### src/rtl/exc_ctrl.sv
// rtl/exc_ctrl.sv - MEM-stage exception/ERET controller: prioritise, commit to CP0, flush, redirect fetch
module exc_ctrl (
    input  logic        clk,
    input  logic        rst,
    input  logic        mem_valid,
    input  logic        mem_in_delay_slot,
    input  logic        mem_is_eret,
    input  logic        stall_i,
    input  logic [31:0] mem_pc,
    input  logic [31:0] mem_addr,
    input  logic        if_adel,
    input  logic        id_ri,
    input  logic        id_syscall,
    input  logic        id_break,
    input  logic        ex_ov,
    input  logic        mem_adel,
    input  logic        mem_ades,
    input  logic [31:0] cp0_status,
    input  logic [31:0] cp0_cause,
    input  logic [31:0] cp0_epc,
    output logic        mem_we_kill_o,
    output logic        flush_o,
    output logic        busy_o,
    output logic        exc_valid_o,
    output logic        eret_o,
    output logic [4:0]  exc_code_o,
    output logic [31:0] exc_pc_o,
    output logic [31:0] exc_badvaddr_o,
    output logic        exc_bd_o,
    output logic        redirect_valid_o,
    output logic [31:0] redirect_pc_o
);

    localparam logic [31:0] EXC_VECTOR = 32'hBFC0_0380;

    localparam logic [4:0] CODE_INT  = 5'd0;
    localparam logic [4:0] CODE_ADEL = 5'd4;
    localparam logic [4:0] CODE_ADES = 5'd5;
    localparam logic [4:0] CODE_SYS  = 5'd8;
    localparam logic [4:0] CODE_BP   = 5'd9;
    localparam logic [4:0] CODE_RI   = 5'd10;
    localparam logic [4:0] CODE_OV   = 5'd12;

    typedef enum logic [1:0] {
        IDLE   = 2'd0,
        COMMIT = 2'd1,
        FLUSH  = 2'd2
    } state_t;

    state_t      state;
    state_t      state_next;
    logic        cnt;

    logic [4:0]  lat_code;
    logic [31:0] lat_pc;
    logic [31:0] lat_badvaddr;
    logic [31:0] lat_epc;
    logic        lat_bd;
    logic        lat_is_exc;

    logic        int_pend;
    logic        exc_hit;
    logic        trigger;
    logic [4:0]  code_sel;
    logic [31:0] badvaddr_sel;

    // Only IE/EXL, the IM/IP byte and nothing else of Status/Cause matter here.
    logic        unused_cp0;
    assign unused_cp0 = ^{cp0_status[31:16], cp0_status[7:2], cp0_cause[31:16], cp0_cause[7:0]};

    assign int_pend = cp0_status[0] & ~cp0_status[1] & (|(cp0_cause[15:8] & cp0_status[15:8]));
    assign exc_hit  = int_pend | if_adel | id_ri | id_syscall | id_break | ex_ov | mem_adel | mem_ades;
    assign trigger  = (state == IDLE) & mem_valid & ~stall_i & (exc_hit | mem_is_eret);

    // The oldest pipeline stage wins; BadVAddr follows the winning cause only.
    always_comb begin
        code_sel     = CODE_INT;
        badvaddr_sel = 32'd0;
        if (int_pend) begin
            code_sel = CODE_INT;
        end else if (if_adel) begin
            code_sel     = CODE_ADEL;
            badvaddr_sel = mem_pc;
        end else if (id_ri) begin
            code_sel = CODE_RI;
        end else if (id_syscall) begin
            code_sel = CODE_SYS;
        end else if (id_break) begin
            code_sel = CODE_BP;
        end else if (ex_ov) begin
            code_sel = CODE_OV;
        end else if (mem_adel) begin
            code_sel     = CODE_ADEL;
            badvaddr_sel = mem_addr;
        end else if (mem_ades) begin
            code_sel     = CODE_ADES;
            badvaddr_sel = mem_addr;
        end
    end

    always_ff @(posedge clk or posedge rst) begin
        if (rst) begin
            state <= IDLE;
        end else begin
            state <= state_next;
        end
    end

    always_ff @(posedge clk or posedge rst) begin
        if (rst) begin
            cnt          <= 1'b0;
            lat_code     <= 5'd0;
            lat_pc       <= 32'd0;
            lat_badvaddr <= 32'd0;
            lat_epc      <= 32'd0;
            lat_bd       <= 1'b0;
            lat_is_exc   <= 1'b0;
        end else begin
            if (trigger) begin
                lat_code     <= code_sel;
                lat_pc       <= mem_pc;
                lat_badvaddr <= badvaddr_sel;
                lat_epc      <= cp0_epc;
                lat_bd       <= mem_in_delay_slot;
                lat_is_exc   <= exc_hit;
            end
            if (state == COMMIT) begin
                cnt <= 1'b0;
            end else if (state == FLUSH) begin
                cnt <= cnt + 1'b1;
            end
        end
    end

    always_comb begin
        state_next = state;
        case (state)
            IDLE:    if (trigger) state_next = COMMIT;
            COMMIT:  state_next = FLUSH;
            FLUSH:   if (cnt) state_next = IDLE;
            default: state_next = IDLE;
        endcase
    end

    // Every output is forced low while rst is high, independent of the clock.
    always_comb begin
        mem_we_kill_o    = 1'b0;
        flush_o          = 1'b0;
        busy_o           = 1'b0;
        exc_valid_o      = 1'b0;
        eret_o           = 1'b0;
        exc_code_o       = 5'd0;
        exc_pc_o         = 32'd0;
        exc_badvaddr_o   = 32'd0;
        exc_bd_o         = 1'b0;
        redirect_valid_o = 1'b0;
        redirect_pc_o    = 32'd0;
        if (!rst) begin
            mem_we_kill_o = trigger;
            flush_o       = trigger | (state != IDLE);
            busy_o        = (state != IDLE);
            if (state == COMMIT) begin
                exc_valid_o    = lat_is_exc;
                eret_o         = ~lat_is_exc;
                exc_code_o     = lat_code;
                exc_pc_o       = lat_pc;
                exc_badvaddr_o = lat_badvaddr;
                exc_bd_o       = lat_bd;
            end
            if (state == FLUSH && cnt) begin
                redirect_valid_o = 1'b1;
                redirect_pc_o    = lat_is_exc ? EXC_VECTOR : lat_epc;
            end
        end
    end

endmodule

### config.mk
export PLATFORM = sky130hd
export DESIGN_NAME = exc_ctrl
export DESIGN_NICKNAME = d
export VERILOG_FILES = /design/src/rtl/exc_ctrl.sv
export SDC_FILE = /design/constraint.sdc
export NUM_CORES = 1
export LEC_CHECK = 0
export BUFFER_PORTS_ARGS = -buffer_cell sky130_fd_sc_hd__buf_4
export CELL_PAD_IN_SITES_DETAIL_PLACEMENT = 0
export CELL_PAD_IN_SITES_GLOBAL_PLACEMENT = 1
export CORE_MARGIN = 4
export CORE_UTILIZATION = 38
export CTS_BUF_LIST = sky130_fd_sc_hd__clkbuf_4 sky130_fd_sc_hd__clkbuf_8
export CTS_CLUSTER_SIZE = 28
export DETAILED_ROUTE_END_ITERATION = 16
export PLACE_DENSITY_LB_ADDON = 0.1
export SLEW_MARGIN = 15
export SYNTH_ARGS = -nofsm -noshare
export SYNTH_HDL_FRONTEND = slang
export SYNTH_SLANG_ARGS = --single-unit
### constraint.sdc
create_clock -name clk -period 11.3 [get_ports clk]
set_clock_uncertainty 0.15 [all_clocks]
set_input_delay 1.13 -clock clk [delete_from_list [all_inputs] [get_ports clk]]
set_output_delay 1.13 -clock clk [all_outputs]
set_load 0.005 [all_outputs]
==> metrics, run 1 <==
status=finished, final reports clean; die area=16,000 µm²; setup repair after global routing missed its margin=false; worst path cell trace=buf_4, inv_4, nand3_1, nor2_1, and2_1, buf_4; Pins Over Slew Limit=0; Critical path origin=rst; Critical-path top delay cell=nor2_1; Synth area leader=dfrtp_1; Final min period=4.66 ns; RePlAce Congestion=0.747; worst vdd ir=0.0882 mV; FFs w/ async S/R, synth=1.00; Tot GR Track Use=0.186; register-to-register setup slack=7.90 ns; Post-synth top cells=dfrtp_1, and2_1, mux2_4; Ports=281; leak pwr=3.59 nW; Post-Syn Area=5330 µm²; Primary FF master, synth=dfrtp_1; Worst EP arrival=3.38 ns; top cell type's share of synthesized area=0.493; Die Span X=approximately 130 µm; final net count=833; register area share after synthesis=0.493; critical path capture point type=output pin; CTS Buffer Depth=2; Final Setup Violations=0; count leader, synth=dfrtp_1; Syn Inst Count=443; gr busiest metal=met2; most frequent CP cell=buf_4; routed wire length=14,900 µm; fillcell total=1,289; multi-input combinational cell area=between 2000 and 3000 µm²; Crit Path Max Fanout=27; initial antenna violation count=0; Hold Crit Class=reg -> reg; number of global-route vias before repair=4,498; drt pass-1 iters=4; clk root buf=clkbuf_8; DP HPWL=10,500 µm; final worst-path cycle share=0.412; CP peak stage delay=0.98 ns; initial core utilization=0.386; clock latency at the later pin of the worst-skew pair=0.38 ns; Pwr Density=182 nW/µm²; Detailed Route Iter0 Violations=158; Core Area=13,800 µm²; met3 usage=0.0728; total global routing overflow=0; die height=roughly 130 µm; Routed Antenna Nets=0; number of synthesized flops with an enable pin=0; placed instance area=between 7000 and 8000 µm²; CTS Hold Bufs=0; met1 Usage GRT=0.231; post-CTS sizing=0; fmax=215 MHz; cell count along the critical path=6; Worst EP required=10.02 ns; share of cells above drive strength 1=0.495; Area growth syn-to-layout=38.0%; CTS buffer count=9; first-pass GRT wire length=23,900 µm; max_cap viols=0; Via density=a little under 5; critical path buffer and inverter count=3; cell family with most CP delay=simple AND/OR/NAND/NOR gates; DRC errors left=0; post-synthesis cell type count=35; Avg Inst Size Synth=12.0 µm²; Max-Slew Margin vs Limit=0.293; number of core rows=43; antenna cells=0; routed len/inst=~18 µm; clock tree from TritonCTS=built; Worst-path clk slew=about 0.1 ns; yosys warns=0; htree depth=3; CP startpoint kind=primary input; vias=4,157; Finished Cell Area=7360 µm²; synthesized flop and latch total=105; clock sink count=105; post-synth net total=619; Critical R2R Launch=state[1]; setup_tns=0 ns; setup bufs post-CTS=0; Worst Setup EP=redirect_pc_o[0]; Slew @ Worst Pin=1.06 ns; critical path type=in -> out; synth top area cells=dfrtp_1, mux2_4, and2_1, o2bb2ai_1, a22oi_1; met2 usage=0.311; pin count of the biggest net entering global routing=between 80 and 90; sequential cell area=~2600 µm²; R2R depth=6; # port buffers=233; final hold violations=0; RR Endpoint=lat_epc[31]
-- where the power goes --
part           internal [mW]  leakage (nW)  switching (mW)
registers              0.547          1.29          0.0924
clock network         0.0880        0.0852           0.131
logic                  0.309          2.21           0.173
-- stage by stage --
step / util / hold slack, ns / std cells / power [mW] / setup WS (ns)
2_1_floorplan: - / 0.298 / 443 / 0.961 / 5.63
3_3_place_gp: 0.520 / 0.312 / 826 / 1.12 / 6.54
3_5_place_dp: 0.520 / 0.316 / 826 / 1.14 / 6.53
4_1_cts: 0.532 / 0.342 / 841 / 1.36 / 6.53
5_1_grt: 0.532 / 0.355 / 841 / 1.44 / 6.36
6_report: 0.532 / 0.337 / 841 / 1.34 / 6.64
-- registers in the layout (all words and copies together), names as in the netlist --
register	cells
lat_epc	32
state	2
lat_is_exc	1
lat_badvaddr	32
cnt	1
lat_pc	32
lat_bd	1
lat_code	4
-- worst register-to-register path, stage by stage (launching register included) --
cell	delay, ns
dfrtp_1	0.42
inv_1	0.09
ha_1	0.29
nand3b_1	0.27
a21oi_4	0.86
buf_4	0.75
mux2_2	0.46
-- cell usage in the layout (no fill, tap or decap) --
cell type / instances
a21o_1: 2
a21oi_1: 3
a21oi_4: 1
a22o_1: 4
a22oi_1: 32
a2bb2oi_1: 1
a31o_2: 1
and2_1: 90
buf_4: 239
clkbuf_4: 1
clkbuf_8: 10
clkinv_2: 1
clkinvlp_4: 2
conb_1: 1
dfrtp_1: 105
ha_1: 3
inv_1: 4
inv_4: 1
inv_6: 1
mux2_2: 16
mux2_4: 50
mux2i_1: 1
nand2_1: 2
nand2b_1: 1
nand3_1: 1
nand3b_1: 1
nand4b_1: 1
nor2_1: 32
nor2b_1: 3
nor2b_4: 1
nor3_1: 1
nor4_1: 1
nor4_4: 2
o21ai_0: 3
o2bb2ai_1: 36
o41a_1: 1
o41ai_2: 1
or3_1: 5
-- per-layer routing --
metal  share of wire  vias to the layer above
met5               0                        -
met4           0.011                        0
met3           0.084                       12
met2            0.48                      134
met1            0.42                     2036
li1                -                     1975
-- kinds of logic after synthesis --
kind of cell	after synthesis	synth area share
AND/OR/NAND/NOR	141	0.154
adder cells (fa/ha/maj)	3	0.00704
other	1	0.000703
flip-flops	105	0.493
buffers and inverters	41	0.0399
AO/OA/AOI/OAI	85	0.129
multiplexers	67	0.176
-- final cells by class --
class	count	share of cell area
timing repair buffer	239	0.244
tap	180	0.0306
sequential	105	0.357
clock buffer	11	0.0197
inverter	5	0.00289
multi-input combinational	297	0.342
clock inverter	4	0.00391
-- worst min path at each step --
stage | end | slack [ns] | from | depth (start not counted)
floorplan | lat_badvaddr[0] | 0.30 | lat_badvaddr[0] | 1
global placement | lat_badvaddr[7] | 0.31 | lat_badvaddr[7] | 1
detailed placement | lat_badvaddr[29] | 0.32 | lat_badvaddr[29] | 1
CTS | lat_badvaddr[14] | 0.34 | lat_badvaddr[14] | 1
global route | lat_badvaddr[31] | 0.35 | lat_badvaddr[31] | 1
finish | lat_badvaddr[6] | 0.34 | lat_badvaddr[6] | 1
Note: power is estimated with default switching activity, not from simulation.
==> run 2, diff against run 1 <==
Settings changed: ABC_AREA set to 1, CORE_UTILIZATION 38 to 29.
Clock period 11.3 ns to 3.9 ns, I/O delays scaled along.
==> metrics, run 2 <==
status=finished, final reports clean; commonest non-fill, non-tap cell in the layout=buf_4; worst path cell trace=inv_1, ha_1, nand2_1, nor2_1, nand2_1, nand2_4, inv_4, a21oi_1, buf_4; most frequent CP cell=nand2_1; register-to-register setup slack=1.54 ns (-6.36 ns); Primary FF master, synth=dfrtp_1; max_cap viols=0 (unchanged); R2R depth=9 (+3); initial core utilization=0.299 (-0.0864); Syn Inst Count=736 (+66%); Worst Setup EP=flush_o; CTS buffer count=9 (unchanged); critical path capture point type=output pin; Via density=4.40 (-11%); RR Endpoint=lat_badvaddr[4]; synth top area cells=dfrtp_1, nand2_1, inv_1, nor2_1, o21ai_0; Area growth syn-to-layout=37.6%; die area=21,100 µm² (+32%); clock tree from TritonCTS=built; leak pwr=3.87 nW (+7.9%); number of core rows=49 (+14%); worst vdd ir=0.242 mV (+170%); initial antenna violation count=0 (unchanged); CTS Hold Bufs=0 (unchanged); post-synthesis cell type count=26 (-26%); CP startpoint kind=flip-flop; yosys warns=0 (unchanged); final hold violations=0 (unchanged); Ports=281 (unchanged); Max-Slew Margin vs Limit=0.387 (+0.0939); DRC errors left=0 (unchanged); DP HPWL=12,300 µm (+17%); post-CTS sizing=0 (unchanged); post-layout power=4.03 mW (+200%); Routed Antenna Nets=0 (unchanged); Critical path origin=state[0]; Critical-path top delay cell=dfrtp_1; vias=5,176 (+25%); FFs w/ async S/R, synth=1.00 (unchanged); critical path buffer and inverter count=3 (unchanged); antenna cells=0 (unchanged); Tot GR Track Use=0.168 (-0.0177); pin count of the biggest net entering global routing=70 (-14%); Synth area leader=dfrtp_1; Post-synth top cells=nand2_1, dfrtp_1, inv_1; routed wire length=18,000 µm (+21%); setup bufs post-CTS=0 (unchanged); clock latency at the later pin of the worst-skew pair=0.37 ns (about the same); Worst EP required=3.36 ns (-6.66 ns); fmax=374 MHz; final net count=1,118 (+34%); Worst EP arrival=2.14 ns (-1.24 ns); Detailed Route Iter0 Violations=234 (+48%); htree depth=3 (unchanged); clk root buf=clkbuf_8; routed len/inst=15.3 µm (-14%); top flop regs=lat_badvaddr x32, lat_epc x32, lat_pc x32; Post-Syn Area=5470 µm² (+2.5%); share of cells above drive strength 1=0.291 (-0.203); Final Setup Violations=0 (unchanged); CP peak stage delay=0.39 ns (-0.59 ns); Critical R2R Launch=state[0]; # port buffers=233 (unchanged); Pwr Density=535 nW/µm² (+190%); final worst-path cycle share=0.686; cell count along the critical path=9 (+3); cell family with most CP delay=simple AND/OR/NAND/NOR gates; drt pass-1 iters=5 (+1); Die Span X=145 µm (+15%); final core utilization=0.412 (-0.121); clock sink count=105 (unchanged); Worst-path clk slew=0.10 ns (about the same); CTS Buffer Depth=2 (unchanged); post-synth net total=912 (+47%); Hold Crit Class=in -> async; Core Area=18,300 µm² (+32%); Avg Inst Size Synth=7.43 µm² (-38%); most frequent cells in the layout=buf_4, nand2_1, dfrtp_1; Final min period=2.68 ns; top cell type's share of synthesized area=0.481 (-0.0121); Pins Over Slew Limit=0 (unchanged); die height=145 µm (+15%); register area share after synthesis=0.481 (-0.0121); Hold WS=0.0431 ns (-0.294 ns); Slew @ Worst Pin=0.919 ns (-0.137 ns); setup repair after global routing missed its margin=false; first-pass GRT wire length=28,600 µm (+20%); number of global-route vias before repair=5,265 (+17%); RePlAce Congestion=0.741 (-0.87%); critical path type=reg -> out; final worst setup slack=1.22 ns (-5.42 ns); setup_tns=0 ns (unchanged); total global routing overflow=0 (unchanged); pre-CTS setup slack=1.17 ns (-5.36 ns); number of synthesized flops with an enable pin=0 (unchanged); count leader, synth=nand2_1; synthesized flop and latch total=105 (unchanged); Crit Path Max Fanout=51 (+89%)
[run 2: layout make-up]
class                           instances  area (µm²)
Timing Repair Buffer                  245        1840
Sequential cell                       105        2630
Multi-Input combinational cell        478        2120
Tap cell                              229         287
Inverter                              103         393
Clock buffer                           11         145
Fill cell                            1980       10800
Clock inverter                          5         103
[run 2: power breakdown]
group          internal [mW]  leakage (nW)  switching (mW)  total, mW
clock                  0.451         0.123           0.392      0.842
sequential              1.57          1.33           0.173       1.74
combinational          0.562          2.42           0.880       1.44
total                   2.58          3.87            1.44       4.03
[run 2: worst min-delay path by stage]
stage / from / slack, ns / to / cells after the start
after floorplan: lat_bd / 0.29 / lat_bd / 2
final: rst / 0.04 / lat_badvaddr[27] / 3
after CTS: cp0_epc[30] / 0.03 / lat_epc[30] / 3
after global placement: lat_epc[30] / 0.31 / lat_epc[30] / 2
after detailed placement: lat_epc[23] / 0.31 / lat_epc[23] / 2
after global routing: mem_in_delay_slot / 0.03 / lat_bd / 3
[run 2: tightest hold or removal path: cells and delay by family]
| kind | cells | cell delay, ns |
|---|---|---|
| buffers and inverters | 3 | 0.63 |
[run 2: through the flow]
step	area, µm²	cells
floorplan	5470	736
CTS	7520	1176
global route	7520	1176
global placement	7270	1160
detailed placement	7270	1160
finish	7520	1176
[run 2: cell families after synthesis]
group	share of synthesized area
flops	0.481
other cells	0.000686
compound gates	0.129
simple gates	0.252
buf+inv	0.131
fa+ha+maj	0.00687
[run 2: layer usage]
layer	wire length, µm	vias up	global-route usage
li1	-	2682	-
met1	8480	2319	0.227
met2	8150	147	0.267
met3	897	28	0.0359
met4	463	0	0.0646
met5	0	-	0
==> run 3, diff against run 2 <==
Settings changed: CORE_UTILIZATION 29 to 32.
Clock period 3.9 ns to 2.5 ns, I/O delays scaled along.
==> metrics, run 3 (synthesized netlist as in run 2, its figures left out) <==
status=finished, final reports clean; fillcell total=1,694 (-14%); initial antenna violation count=0 (unchanged); routed len/inst=14.8 µm (-3.5%); critical path type=reg -> out; Detailed Route Iter0 Violations=273 (+17%); Hold WS=0.0107 ns (-0.0324 ns); Die Span X=139 µm (-4.5%); Slew @ Worst Pin=0.580 ns (-0.339 ns); RePlAce Congestion=0.807 (+9.0%); clock tree from TritonCTS=built; first-pass GRT wire length=30,400 µm (+6.3%); Pwr Density=762 nW/µm² (+42%); Via density=4.54 (+3.3%); Worst-path clk slew=0.11 ns (about the same); drt pass-1 iters=4 (-1); placed instance area=7470 µm² (+2.7%); number of core rows=47 (-4.1%); Final min period=2.35 ns; initial core utilization=0.328 (+0.0293); pin count of the biggest net entering global routing=106 (+51%); final net count=1,185 (+6.0%); Post-Place Cells=1,152 (-0.69%); setup repair after global routing missed its margin=false; Hold Crit Class=in -> reg; final worst-path cycle share=0.941; Routed Antenna Nets=0 (unchanged); Core Area=16,600 µm² (-8.9%); die height=139 µm (-4.5%); DRC errors left=0 (unchanged); final core utilization=0.501 (+0.0895); Worst EP required=2.10 ns (-1.26 ns); CTS buffer count=9 (unchanged); max_cap viols=0 (unchanged); Area growth syn-to-layout=52.6%; htree depth=3 (unchanged); Ports=281 (unchanged); Pins Over Slew Limit=0 (unchanged); antenna cells=0 (unchanged); number of global-route vias before repair=5,840 (+11%); worst path cell trace=inv_2, ha_1, buf_4, nand2_1, nor2_1, buf_4; top flop regs=lat_badvaddr x32, lat_epc x32, lat_pc x32; Worst EP arrival=1.95 ns (-0.19 ns); total global routing overflow=0 (unchanged); clock sink count=105 (unchanged); DP HPWL=12,300 µm (about the same); worst vdd ir=0.348 mV (+43%); fmax=roughly 430 MHz; # port buffers=233 (unchanged); die area=19,200 µm² (-8.9%); Finished Layout Cells=1,234 (+4.9%); Crit Path Max Fanout=35 (-31%); share of cells above drive strength 1=0.306 (+0.0143); CP peak stage delay=0.42 ns (+0.03 ns); final hold violations=0 (unchanged); post-layout power=6.35 mW (+58%); clock latency at the later pin of the worst-skew pair=0.38 ns (about the same); critical path capture point type=output pin; Max-Slew Margin vs Limit=0.613 (+0.226); most frequent cells in the layout=buf_4, nand2_1, dfrtp_1; Final Setup Violations=0 (unchanged); leak pwr=4.15 nW (+7.2%); Critical-path top delay cell=dfrtp_1; vias=5,608 (+8.3%); clk root buf=clkbuf_8; Tot GR Track Use=0.193 (+0.0241); CTS Buffer Depth=2 (unchanged); CP startpoint kind=flip-flop; most frequent CP cell=buf_4; Finished Cell Area=8340 µm² (+11%); routed wire length=18,200 µm (+1.2%); commonest non-fill, non-tap cell in the layout=buf_4
run 3: worst max-delay path: cells and delay by family, from the launching register on:
family,cells,cell delay [ns]
buffers and inverters,3,0.63
adder cells (fa/ha/maj),1,0.22
AND/OR/NAND/NOR,2,0.27
flip-flops,1,0.42
run 3: final cells by class:
type | count | area [µm²] | area share
clock buffer | 9 | 124 | 0.0149
clock inverter | 7 | 60.1 | 0.00720
timing repair buffer | 312 | 2540 | 0.305
tap | 220 | 275 | 0.0330
sequential | 105 | 2630 | 0.315
inverter | 103 | 398 | 0.0477
multi-input combinational | 478 | 2310 | 0.277
run 3: worst paths after layout:
kind                       slack, ns               end   startpoint  cells past startpoint
max                             0.15      exc_pc_o[21]     state[1]                      6
max reg2reg                     0.43  lat_badvaddr[19]     state[0]                      9
min                             0.01        lat_pc[13]   mem_pc[13]                      3
min reg2reg                     0.33       lat_epc[30]  lat_epc[30]                      2
max in group asynchronous       1.24        lat_pc[20]          rst                      4
min in group asynchronous       0.52   lat_badvaddr[0]          rst                      4
run 3: stage by stage:
step	worst slack (ns)	setup TNS [ns]
6_report	0.147	0
5_1_grt	0.0154	0
4_1_cts	0.0356	0
3_5_place_dp	0.245	0
3_3_place_gp	0.271	0
2_1_floorplan	-0.743	-42.32
run 3: power by group:
group          switching [mW]  leakage (nW)  internal, mW
Sequential              0.289          1.33          2.45
Combinational            1.54          2.72          1.03
Clock                   0.666        0.0965         0.383
run 3: layer usage:
layer / part of all wire / GRT usage
met1: 0.45 / 0.251
met2: 0.49 / 0.327
met3: 0.053 / 0.0383
met4: 0.015 / 0.0541
met5: 0 / 0
run 3: repair_timing:
| item | in CTS | in global routing |
|---|---|---|
| setup buffers | 0 | 1 |
| hold buffers | 65 | 0 |
| setup endpoints to repair | 2 | 10 |
| endpoints found under the hold margin | 169 | 0 |
| gates resized for setup | 4 | 5 |
